$ cat src/rtl/pcm_lin_interp_if.sv
`default_nettype none
// ============================================================================
// pcm_lin_interp_if : PCM stream input and interpolated output bundle
// Rev 1.0
// ============================================================================
interface pcm_lin_interp_if #(
  parameter int DAC_BW = 16
);
  logic [DAC_BW-1:0] s_data;
  logic              s_valid;
  logic              s_ready;
  logic [DAC_BW-1:0] dout;
  logic              frame_stb;
  logic              underrun;

  modport master (
    output s_data, s_valid,
    input  s_ready, dout, frame_stb, underrun
  );

  modport slave (
    input  s_data, s_valid,
    output s_ready, dout, frame_stb, underrun
  );
endinterface
`default_nettype wire

$ cat src/rtl/pcm_lin_interp.sv
`default_nettype none
// ============================================================================
// pcm_lin_interp : linear interpolator from audio-rate PCM to modulator rate
// Rev 1.0
// ============================================================================
module pcm_lin_interp #(
  parameter int DAC_BW  = 16,
  parameter int OS_LOG2 = 10
) (
  input  wire logic       clk,
  input  wire logic       rst,
  pcm_lin_interp_if.slave bus
);
  localparam int                 ACC_W      = DAC_BW + 1 + OS_LOG2;
  localparam logic [OS_LOG2-1:0] PHASE_LAST = '1;

  typedef enum logic [0:0] {
    ST_PRIME = 1'b0,
    ST_RUN   = 1'b1
  } state_t;

  state_t                   state_q, state_d;
  logic [OS_LOG2-1:0]       phase_q, phase_d;
  logic signed [ACC_W-1:0]  acc_q, acc_d;
  logic signed [DAC_BW-1:0] cur_q, cur_d;
  logic signed [DAC_BW-1:0] nxt_q, nxt_d;
  logic signed [DAC_BW-1:0] buf_q, buf_d;
  logic signed [DAC_BW-1:0] dout_q, dout_d;
  logic                     buf_full_q, buf_full_d;
  logic                     frame_stb_q, frame_stb_d;
  logic                     underrun_q, underrun_d;

  logic signed [DAC_BW:0]   delta;
  logic                     wrap;
  logic                     consume;
  logic                     xfer;

  assign wrap        = (state_q == ST_RUN) && (phase_q == PHASE_LAST);
  assign consume     = buf_full_q && ((state_q == ST_PRIME) || wrap);
  assign bus.s_ready = !buf_full_q || consume;
  assign xfer        = bus.s_valid && bus.s_ready;

  always_comb begin
    state_d     = state_q;
    phase_d     = phase_q;
    acc_d       = acc_q;
    cur_d       = cur_q;
    nxt_d       = nxt_q;
    buf_d       = buf_q;
    buf_full_d  = buf_full_q;
    frame_stb_d = 1'b0;
    underrun_d  = 1'b0;
    delta       = {nxt_q[DAC_BW-1], nxt_q} - {cur_q[DAC_BW-1], cur_q};

    // A consume and a fresh transfer on the same edge leave the buffer full.
    if (xfer) begin
      buf_d      = bus.s_data;
      buf_full_d = 1'b1;
    end else if (consume) begin
      buf_full_d = 1'b0;
    end

    case (state_q)
      ST_PRIME: begin
        phase_d = '0;
        acc_d   = '0;
        if (buf_full_q) begin
          nxt_d   = buf_q;
          state_d = ST_RUN;
        end
      end
      ST_RUN: begin
        phase_d = phase_q + 1'b1;
        if (wrap) begin
          frame_stb_d = 1'b1;
          cur_d       = nxt_q;
          acc_d       = '0;
          if (buf_full_q) begin
            nxt_d = buf_q;
          end else begin
            underrun_d = 1'b1;
          end
        end else begin
          acc_d = acc_q + {{(ACC_W-DAC_BW-1){delta[DAC_BW]}}, delta};
        end
      end
      default: begin
        state_d = ST_PRIME;
      end
    endcase

    // The true result lies between cur and nxt, so the low DAC_BW bits of
    // cur + floor(acc / N) are exact; taking just those bits avoids a wide sum.
    dout_d = cur_d + acc_d[DAC_BW+OS_LOG2-1:OS_LOG2];
  end

  always_ff @(posedge clk or posedge rst) begin
    if (rst) begin
      state_q     <= ST_PRIME;
      phase_q     <= '0;
      acc_q       <= '0;
      cur_q       <= '0;
      nxt_q       <= '0;
      buf_q       <= '0;
      buf_full_q  <= 1'b0;
      dout_q      <= '0;
      frame_stb_q <= 1'b0;
      underrun_q  <= 1'b0;
    end else begin
      state_q     <= state_d;
      phase_q     <= phase_d;
      acc_q       <= acc_d;
      cur_q       <= cur_d;
      nxt_q       <= nxt_d;
      buf_q       <= buf_d;
      buf_full_q  <= buf_full_d;
      dout_q      <= dout_d;
      frame_stb_q <= frame_stb_d;
      underrun_q  <= underrun_d;
    end
  end

  assign bus.dout      = dout_q;
  assign bus.frame_stb = frame_stb_q;
  assign bus.underrun  = underrun_q;

endmodule
`default_nettype wire

$ cat src/flat_wrapper.sv
// flat-port wrapper written by rule: the top's interface ports become plain ports
module pcm_lin_interp_flat 
#(
  parameter int DAC_BW  = 16,
  parameter int OS_LOG2 = 10
)
  (clk, rst, bus_s_data, bus_s_valid, bus_s_ready, bus_dout, bus_frame_stb, bus_underrun);
  pcm_lin_interp_if #(.DAC_BW(DAC_BW)) bus_i ();
  input  wire logic clk;
  input  wire logic rst;
  input wire logic [$bits(bus_i.s_data)-1:0] bus_s_data;
  input wire logic [$bits(bus_i.s_valid)-1:0] bus_s_valid;
  output wire logic [$bits(bus_i.s_ready)-1:0] bus_s_ready;
  output wire logic [$bits(bus_i.dout)-1:0] bus_dout;
  output wire logic [$bits(bus_i.frame_stb)-1:0] bus_frame_stb;
  output wire logic [$bits(bus_i.underrun)-1:0] bus_underrun;
  assign bus_i.s_data = bus_s_data;
  assign bus_i.s_valid = bus_s_valid;
  assign bus_s_ready = bus_i.s_ready;
  assign bus_dout = bus_i.dout;
  assign bus_frame_stb = bus_i.frame_stb;
  assign bus_underrun = bus_i.underrun;
  pcm_lin_interp #(.DAC_BW(DAC_BW), .OS_LOG2(OS_LOG2)) u_core (.clk(clk), .rst(rst), .bus(bus_i));
endmodule
$ cat config.mk
export PLATFORM = sky130hd
export DESIGN_NAME = pcm_lin_interp_flat
export DESIGN_NICKNAME = d
export VERILOG_FILES = /design/src/rtl/pcm_lin_interp_if.sv /design/src/rtl/pcm_lin_interp.sv /design/src/flat_wrapper.sv
export SDC_FILE = /design/constraint.sdc
export NUM_CORES = 1
export LEC_CHECK = 0
export BUFFER_PORTS_ARGS = -buffer_cell sky130_fd_sc_hd__buf_2
export CORE_UTILIZATION = 31
export CTS_CLUSTER_SIZE = 24
export DETAILED_ROUTE_END_ITERATION = 10
export PLACE_DENSITY = 0.52
export SYNTH_ARGS = -nofsm -noshare
export SYNTH_HDL_FRONTEND = slang
export SYNTH_SLANG_ARGS = --single-unit
$ cat constraint.sdc
create_clock -name clk -period 7.66 [get_ports clk]
set_clock_uncertainty 0.1 [all_clocks]
set_input_delay 0.766 -clock clk [delete_from_list [all_inputs] [get_ports clk]]
set_output_delay 0.766 -clock clk [all_outputs]
set_load 0.02 [all_outputs]
==> reports/results.md <==
| Stage | Item | Reported |
| --- | --- | --- |
| power and ir drop | Leakage | 3.479 nW |
| min path | Worst hold path type | register to register |
| cts | Number of buffers added for setup after CTS | 0 |
| route | Detailed-route wire length per cell | 14.77 um |
| yosys | Share of cell area taken by muxes after synthesis | 6.032% |
| placement | Port Buf Inserts | 37 |
| yosys | Synthesized-area fraction occupied by ao, oa, aoi and oai cells | 16.22% |
| placement | Post-placement worst setup slack | 1.553 ns |
| global route | Global-route wire length before repair | 22240 um |
| route | Final antenna-violating net count | 0 |
| placement | Final HPWL DP | 10270 um |
| floorplanning | Die boundary height | 142.7 um |
| route | Per-cell via count in the routed design | 4.856 |
| global route | Leftover overflow at the end of global routing | 0 |
| route | Total iterations of the first detailed-routing run | 5 |
| layout | Layout filler cell count | 1971 |
| layout | Leading cell type in the layout, fill and taps excluded | dfrtp_1 |
| cts | Post-CTS resize count | 0 |
| power and ir drop | Worst vdd ir | 111.9 uV |
| power and ir drop | Total Power Consumption | 1.021 mW |
| power and ir drop | Switching power | 222.3 uW |
| timing | Final total negative setup slack | 0 ns |
| layout | Layout Utilization | 35.51% |
| power and ir drop | Switch share | 21.76% |
| yosys | Number of synthesized flops with an enable pin | 0 |
| global route | GRT Overall Usage | 14.16% |
| floorplanning | Die area | 20370 um^2 |
| timing | Setup-failing EPs final | 0 |
| cts | Cell at the root of the clock tree | clkbuf_16 |
| timing | PnR worst setup slack | 1.559 ns |
| yosys | Count of distinct cell types in the synthesized netlist | 58 |
| global route | Maximum number of pins on one net before global-route repair | 56 |
| worst setup path | Kind of launch point of the worst setup path | register |
| worst setup path | Peak fanout along the critical path | 4 |
| yosys | Netlist area before placement | 6140 um^2 |
| power and ir drop | Fraction of power consumed by sequential logic | 55.2% |
| layout | Share of post-route cells with drive strength above 1 | 15.37% |
| timing | Final clock period utilization by the worst path | 79.64% |
| yosys | Average cell area after synthesis | 10.25 um^2 |
| global route | Via count of the first global-routing pass | 4476 |
| layout | Antenna diode count | 0 |
| timing | Final-report max-slew violation count | 0 |
| timing | Actual slew at the worst max-slew pin | 0.8270 ns |
| yosys | #FFs+latches synth | 104 |
| power and ir drop | Relative contribution of combinational cells to total power | 2.4% |
| timing | Relative slew slack | 44.81% |
| global route | Antenna violations before repair | 0 |
| worst setup path | Slowest stage cell, crit path | a2111oi_0 |
| yosys | Yosys warning count | 0 |
| flow run | Number of max-cap violations | 0 |
| run status | Run status | finished clean |
| yosys | Top_reg_cell synth | dfrtp_1 |
| worst setup path | Crit path arrival time | 6.22 ns |
| placement | Placer congestion estimate | 0.8122 |
| yosys | Xor/xnor cell area share of the yosys netlist | 6.786% |
| yosys | Share of the yosys chip area belonging to registers | 42.39% |
| timing | RSZ-0062 raised after global routing | false |
| cts | Insertion delay to the later sink of the worst-skew pair | 0.35 ns |
| power and ir drop | Pint | 799.2 uW |
| route | Total routed wirelength | 13430 um |
| layout | Final Net Count | 720 |
| yosys | Arithmetic-cell share of the synthesized area counting full adders, half adders and majority gates | 13.00% |
| floorplanning | Width of the chip | 142.7 um |
| cts | Clock input transition at the sequential cells of the worst setup and hold paths | 0.07 ns |
| timing | Hold Vio Cnt, Final | 0 |
| layout | Highest-count cells in the layout ignoring fill and taps | 104 x dfrtp_1, 59 x ha_1, 42 x nor2_1 |
| cts | CTS H-tree depth | 3 |
| cts | Maximum number of buffers from clock root to sink | 2 |
| floorplanning | Area inside the core boundary | 19460 um^2 |
| floorplanning | Number of top-level pins | 38 |
| yosys | Main combinational cell family by area after synthesis | compound AO/OA/AOI/OAI gates |
| cts | TritonCTS Sinks | 104 |
| floorplanning | Row Count | 51 |
| worst setup path | Nature of the critical path endpoint | register |
| layout | Synthesis-to-layout area growth | 12.55% |
| route | DRC violation total after the first TritonRoute iteration | 285 |
| timing | Period minus WS final | 6.101 ns |
| route | Total DRC errors in the routed layout | 0 |
| timing | Max Clock Freq | 163.9 MHz |
| floorplanning | Initial cell density of the core | 31.55% |
| cts | Number of buffers created by CTS | 9 |
| power and ir drop | Clock group share of total power | 42.4% |
| yosys | Net count after synthesis | 680 |
| route | Via Count | 4414 |
| power and ir drop | Power Dens Cells | 147.8 nW/um^2 |
| cts | Post-CTS Hold Fix Bufs | 0 |
| yosys | Simple-gate portion of the synthesized area | 12.84% |
| worst setup path | Classification of the worst setup path | register to register |
| worst setup path | Stage delay of the slowest cell on the critical path | 0.59 ns |
| worst setup path | Data required time of the critical path | 7.78 ns |
| yosys | Ys async rst share | 100.0% |
| cts | Clock tree from TritonCTS | done |
| yosys | Post-synthesis instance total | 599 |
power groups by stage:
stage	logic, mW	registers [mW]	clock network (mW)
2_1_floorplan	0.0161	0.572	0
5_1_grt	0.0289	0.565	0.476
3_5_place_dp	0.0258	0.575	0
6_report	0.0244	0.564	0.434
3_3_place_gp	0.0248	0.574	0
4_1_cts	0.0259	0.564	0.455
routing by layer:
layer | track usage [%] | vias up | part of all wire (%)
met3 | 2.850 | 16 | 2.9
met1 | 19.38 | 2147 | 51
li1 | - | 2190 | -
met4 | 4.754 | 0 | 1.8
met2 | 22.27 | 61 | 45
met5 | 0 | - | 0
cells by family after synthesis:
| kind of cell | count (synthesis) |
|---|---|
| adder cells (fa/ha/maj) | 62 |
| AND/OR/NAND/NOR | 161 |
| XOR/XNOR | 46 |
| AO/OA/AOI/OAI | 149 |
| buffers and inverters | 44 |
| flip-flops | 104 |
| multiplexers | 33 |
synth_stat cells (7+ instances only):
library cell | instances | area share (%)
nor2_1 | 42 | 2.6
and2_1 | 11 | 1.1
dfrtp_1 | 104 | 42
nand3_1 | 7 | 0.57
o21ai_0 | 38 | 3.1
nor3_1 | 13 | 1.1
inv_1 | 34 | 2.1
mux2_2 | 28 | 5.1
nand2_1 | 41 | 2.5
o21a_1 | 9 | 1.1
xor2_1 | 12 | 1.7
nor2b_1 | 10 | 1.0
xnor2_1 | 33 | 4.7
and3_1 | 9 | 0.92
a21o_1 | 19 | 2.3
ha_1 | 59 | 12
a21oi_1 | 32 | 2.6
metrics by stage:
stage          area [um^2]  std cells  hold slack (ns)
6_report              6910        909           0.3737
5_1_grt               6910        909           0.3971
4_1_cts               6910        909           0.3768
3_5_place_dp          6634        893           0.3667
3_3_place_gp          6634        893           0.3477
2_1_floorplan         6140        599           0.3315
flip-flops by register name, summed over array words and instances, names as in the netlist:
register              count
u_core.bus.dout          16
u_core.nxt_q             16
u_core.buf_full_q         1
u_core.buf_q             16
u_core.phase_q           10
u_core.bus.underrun       1
u_core.state_q            1
u_core.bus.frame_stb      1
u_core.acc_q             26
u_core.cur_q             16
final timing paths:
kind	slack (ns)	endpoint	depth (start not counted)	start
max in group asynchronous	5.85	u_core.bus.dout[15]$_DFF_PP0_	3	rst
max reg2reg	1.56	u_core.bus.dout[15]$_DFF_PP0_	25	u_core.nxt_q[0]$_DFFE_PP0P_
min in group asynchronous	0.41	u_core.phase_q[9]$_DFF_PP0_	2	rst
max	1.56	u_core.bus.dout[15]$_DFF_PP0_	25	u_core.nxt_q[0]$_DFFE_PP0P_
min	0.37	u_core.phase_q[0]$_DFF_PP0_	1	u_core.phase_q[0]$_DFF_PP0_
min reg2reg	0.37	u_core.phase_q[0]$_DFF_PP0_	1	u_core.phase_q[0]$_DFF_PP0_
worst max-delay path, delay by kind of cell (launching register included):
family | cells | cell delay, ns
flip-flops | 1 | 0.37
AO/OA/AOI/OAI | 12 | 2.96
AND/OR/NAND/NOR | 5 | 0.93
buffers and inverters | 2 | 0.12
adder cells (fa/ha/maj) | 4 | 1.20
XOR/XNOR | 2 | 0.28
area by class of cell:
cell class / count / area (um^2) / share of cell area [%]
clock inverter: 4 / 30.03 / 0.4345
multi-input combinational: 451 / 3369 / 48.76
timing repair buffer: 39 / 200.2 / 2.897
tap: 265 / 331.6 / 4.798
clock buffer: 12 / 246.5 / 3.567
inverter: 34 / 130.1 / 1.883
sequential: 104 / 2603 / 37.66
(Power assumes the default switching activity.)
